$ cat src/rtl/ifetch_unit_if.sv
// ifetch_unit_if: pipeline control and instruction-memory handshake bundle for ifetch_unit.
interface ifetch_unit_if #(parameter int XLEN = 64);
  logic pc_valid, stall, flush, imem_ready, imem_valid, imem_err;
  logic imem_req, instr_valid;
  logic [XLEN-1:0] pc_next, imem_data, pc_current;
  logic [31:0] imem_addr, instruction;
  modport master (
    input pc_valid, stall, flush, pc_next, imem_ready, imem_valid, imem_err, imem_data,
    output imem_req, imem_addr, instruction, instr_valid, pc_current
  );
  modport slave (
    output pc_valid, stall, flush, pc_next, imem_ready, imem_valid, imem_err, imem_data,
    input imem_req, imem_addr, instruction, instr_valid, pc_current
  );
endinterface

$ cat src/rtl/ifetch_unit.sv
// ifetch_unit: single-outstanding instruction fetch with stall/flush control.
// Define IFETCH_RESP_BYPASS_EN to let a response accepted together with the request skip WAIT.
module ifetch_unit #(parameter int XLEN = 64) (
  input logic clk,
  input logic resetn,
  ifetch_unit_if.master bus
);
  typedef enum logic [2:0] {IDLE = 3'd0, REQ = 3'd1, WAIT = 3'd2, RESP = 3'd3, DRAIN = 3'd4} state_t;
  state_t r_state, w_next;
  logic [31:0] r_instr, r_addr, w_word;
  logic [XLEN-1:0] r_pc, w_shift;
  logic w_done, w_issue, w_capture;
  assign w_done = bus.imem_valid | bus.imem_err;
  assign w_shift = bus.imem_data >> {(XLEN == 64) && r_addr[2], 5'd0};
  assign w_word = w_shift[31:0];
  assign w_issue = r_state == IDLE && w_next == REQ;
  assign w_capture = w_next == RESP && r_state != RESP;
  always_comb begin
    w_next = r_state;
    case (r_state)
      IDLE: w_next = (bus.pc_valid && !bus.stall && !bus.flush) ? REQ : IDLE;
      REQ: begin
        w_next = bus.flush ? (bus.imem_ready ? DRAIN : IDLE) : (bus.imem_ready ? WAIT : REQ);
`ifdef IFETCH_RESP_BYPASS_EN
        if (bus.imem_ready && w_done) w_next = (bus.flush || bus.imem_err) ? IDLE : RESP;
`else
`endif
      end
      WAIT: w_next = (bus.imem_err || (bus.flush && bus.imem_valid)) ? IDLE :
                     bus.flush ? DRAIN : bus.imem_valid ? RESP : WAIT;
      RESP: w_next = (bus.stall && !bus.flush) ? RESP : IDLE;
      DRAIN: w_next = w_done ? IDLE : DRAIN;
      default: w_next = IDLE;
    endcase
  end
  always_ff @(posedge clk or posedge resetn) begin
    if (resetn) begin
      r_state <= IDLE;
      r_instr <= '0;
      r_addr <= '0;
      r_pc <= '0;
    end else begin
      r_state <= w_next;
      if (w_issue) begin
        r_pc <= bus.pc_next;
        r_addr <= bus.pc_next[31:0];
      end
      if (w_capture) r_instr <= w_word;
    end
  end
  assign bus.imem_req = r_state == REQ;
  assign bus.instr_valid = r_state == RESP;
  assign bus.instruction = r_instr;
  assign bus.imem_addr = r_addr;
  assign bus.pc_current = r_pc;
endmodule

$ cat src/flat_wrapper.sv
// flat-port wrapper written by rule: the top's interface ports become plain ports
module ifetch_unit_flat 
#(parameter int XLEN = 64)
  (clk, resetn, bus_pc_valid, bus_stall, bus_flush, bus_pc_next, bus_imem_ready, bus_imem_valid, bus_imem_err, bus_imem_data, bus_imem_req, bus_imem_addr, bus_instruction, bus_instr_valid, bus_pc_current);
  ifetch_unit_if #(.XLEN(XLEN)) bus_i ();
  input logic clk;
  input logic resetn;
  input wire logic [$bits(bus_i.pc_valid)-1:0] bus_pc_valid;
  input wire logic [$bits(bus_i.stall)-1:0] bus_stall;
  input wire logic [$bits(bus_i.flush)-1:0] bus_flush;
  input wire logic [$bits(bus_i.pc_next)-1:0] bus_pc_next;
  input wire logic [$bits(bus_i.imem_ready)-1:0] bus_imem_ready;
  input wire logic [$bits(bus_i.imem_valid)-1:0] bus_imem_valid;
  input wire logic [$bits(bus_i.imem_err)-1:0] bus_imem_err;
  input wire logic [$bits(bus_i.imem_data)-1:0] bus_imem_data;
  output wire logic [$bits(bus_i.imem_req)-1:0] bus_imem_req;
  output wire logic [$bits(bus_i.imem_addr)-1:0] bus_imem_addr;
  output wire logic [$bits(bus_i.instruction)-1:0] bus_instruction;
  output wire logic [$bits(bus_i.instr_valid)-1:0] bus_instr_valid;
  output wire logic [$bits(bus_i.pc_current)-1:0] bus_pc_current;
  assign bus_i.pc_valid = bus_pc_valid;
  assign bus_i.stall = bus_stall;
  assign bus_i.flush = bus_flush;
  assign bus_i.pc_next = bus_pc_next;
  assign bus_i.imem_ready = bus_imem_ready;
  assign bus_i.imem_valid = bus_imem_valid;
  assign bus_i.imem_err = bus_imem_err;
  assign bus_i.imem_data = bus_imem_data;
  assign bus_imem_req = bus_i.imem_req;
  assign bus_imem_addr = bus_i.imem_addr;
  assign bus_instruction = bus_i.instruction;
  assign bus_instr_valid = bus_i.instr_valid;
  assign bus_pc_current = bus_i.pc_current;
  ifetch_unit #(.XLEN(XLEN)) u_core (.clk(clk), .resetn(resetn), .bus(bus_i));
endmodule
$ cat config.mk
export PLATFORM = sky130hd
export DESIGN_NAME = ifetch_unit_flat
export DESIGN_NICKNAME = d
export VERILOG_FILES = /design/src/rtl/ifetch_unit_if.sv /design/src/rtl/ifetch_unit.sv /design/src/flat_wrapper.sv
export SDC_FILE = /design/constraint.sdc
export NUM_CORES = 1
export LEC_CHECK = 0
export ABC_AREA = 1
export BUFFER_PORTS_ARGS = -buffer_cell sky130_fd_sc_hd__buf_2
export CAP_MARGIN = 20
export CORE_MARGIN = 3
export CORE_UTILIZATION = 41
export DETAILED_ROUTE_END_ITERATION = 8
export GPL_TIMING_DRIVEN = 0
export MAX_ROUTING_LAYER = met4
export PLACE_DENSITY_LB_ADDON = 0.12
export SKIP_LAST_GASP = 1
export SLEW_MARGIN = 20
export SYNTH_ARGS = -nofsm -noshare
export SYNTH_HDL_FRONTEND = slang
export SYNTH_SLANG_ARGS = --single-unit
$ cat constraint.sdc
create_clock -name clk -period 3.9 [get_ports clk]
set_input_delay 1.17 -clock clk [delete_from_list [all_inputs] [get_ports clk]]
set_output_delay 1.17 -clock clk [all_outputs]
set_load 0.02 [all_outputs]
==> results.md <==
- Outcome: complete, no violations
- Normalized max-slew margin: 71.23%
- Setup bufs post-CTS: 0
- Synthesized area per cell: 8.242 µm²
- Commonest non-fill, non-tap cell in the layout: buf_2
- Post_cts resized: 0
- Root Buffer: clkbuf_16
- Number of buffers created by CTS: 9
- FF-to-FF setup slack: 2.46 ns
- Critical path type: reg -> out
- Number of global-route vias before repair: 4458
- Most frequent cells in the layout: 270 x buf_2, 228 x nand2_1, 99 x dfrtp_1
- Final Util: 58.37%
- Pins Over Slew Limit: 0
- Die X: 114.8 µm
- Antenna Nets Post-Route: 0
- Yosys reg bits: 99
- Synthesized area: 4855 µm²
- Total track usage: 20.61%
- Gpl congestion: 0.8195
- Post-Syn Instances: 589
- Period utilisation layout: 62.07%
- Minimum clock period: 2.421 ns
- Post-synth top area share: 51.03%
- RSZ-0062 raised after global routing: false
- Initial antenna violation count: 0
- I/O pin count: 266
- Die area: 13180 µm²
- GR Overflow Total: 0
- Arr. time, crit path: 1.25 ns
- Pre-CTS WS: 1.654 ns
- PD cells: 538.9 nW/µm²
- Die H: 114.8 µm
- Worst setup EP type: output pin
- Final worst slack: 1.479 ns
- Finished layout cell area: 6721 µm²
- Ant diodes: 0
- DP HPWL: 10560 µm
- Final Hold Fails: 0
- Sink Count: 99
- Worst clock skew: 0.004861 ns
- Ranking of synthesized cells by area: dfrtp_1 51%, nand2_1 18%, nand3_1 7.4%, o21ai_0 5.6%, buf_4 5.1%
- Worst-Skew Late Latency: 0.34 ns
- Synth warn: 0
- Fmax: 413.1 MHz
- Via density per instance: 4.650
- Core Area: 11520 µm²
- Yosys top cell by area: dfrtp_1
- Required @ worst endpoint: 2.73 ns
- Setup Viol. Count Final: 0
- Area delta synth->final: 38.45%
- Seq/Total Area, Yosys: 51.03%
- H-tree depth: 3
- Max IR drop VDD: 0.0002213 V
- CP Max Fanout: 6
- Worst min path class: reg -> reg
- Largest net degree at the start of global routing: 64
- Detailed-route DRC error count: 0
- FP Rows: 39
- Port bufs: 265
- Total of max-cap violations: 0
- Hold_buf cts: 0
- Share of layout cells above drive strength 1: 40.18%
- Clk slew on worst S/H paths: 0.07 ns
- Worst slew pin tran: 0.4315 ns
- CTS Buffer Depth: 2
- First-pass GRT wire length: 21070 µm
- Fin Hold WS: 0.4640 ns
- Syn Nets: 725
- CTS tree: done
- CP startpoint kind: flip-flop
- Number of distinct library cells after synthesis: 21
- TritonRoute pass-1 iters: 4
- Nets@finish: 1002
- Pleak: 4.081 nW
- Initial drt markers: 322
- Via count: 4715
- Post-DP Area: 6392 µm²
- Starting Density: 42.16%
- WL per Instance: 13.26 µm
- Final WL: 13450 µm
[layer usage]
metal  track usage, %  vias to the layer above  wire length, µm
met5                -                        -                0
met1            24.62                     2147             5448
met3            3.947                       14             1033
li1                 -                     2373                -
met2            34.89                      181             6790
met4            7.355                        0              173
[state kept, by name (all words and copies together) (netlist names)]
| signal | flops |
|---|---|
| u_core.bus.pc_current | 64 |
| u_core.r_state | 3 |
| u_core.bus.instruction | 32 |
[critical path, cell delays in order, from the launching register on]
cell and delay [ns]:
dfrtp_1 0.46, nor3_1 0.23, buf_2 0.21
[worst paths after layout]
kind | startpoint | end | depth (start not counted)
min | u_core.bus.pc_current[39] | u_core.bus.pc_current[39] | 2
max | u_core.r_state[1] | bus_imem_req | 2
min reg2reg | u_core.bus.pc_current[39] | u_core.bus.pc_current[39] | 2
max in group asynchronous | resetn | u_core.bus.pc_current[14] | 3
max reg2reg | u_core.bus.pc_current[2] | u_core.bus.instruction[3] | 5
min in group asynchronous | resetn | u_core.bus.instruction[14] | 2
[layout make-up]
class	instances	area (µm²)
Inverter	42	162.7
Timing Repair Buffer	266	1354
Clock buffer	11	242.7
Fill cell	1087	4795
Tap cell	143	178.9
Buffer	68	563.0
Multi-Input combinational cell	380	1657
Clock inverter	5	86.33
Sequential cell	99	2477
[kinds of logic after synthesis]
logic type	Yosys count	synth area share [%]
flip-flops	99	51.03
AND/OR/NAND/NOR	315	27.42
buffers and inverters	110	14.85
AO/OA/AOI/OAI	65	6.701
[metrics by stage]
step	setup TNS, ns	power, mW	cells
after detailed placement	0	2.690	998
after global placement	-93.80	2.666	997
after global routing	0	3.833	1014
after floorplan	0	2.197	589
final	0	3.622	1014
after CTS	0	3.669	1014
[Yosys cell counts, drive strengths merged]
master	n
a21oi	1
buf	55
clkbuf	13
dfrtp	99
inv	42
nand2	229
nand3	73
nand3b	1
nand4	2
nor2	7
nor3	3
o21ai	64
[report_power, final]
part / switching [mW] / internal (mW)
Sequential: 0.135 / 1.24
Clock: 0.385 / 0.583
Combinational: 0.791 / 0.489
Total: 1.31 / 2.31
No activity file was read; power rests on OpenSTA's default activity.
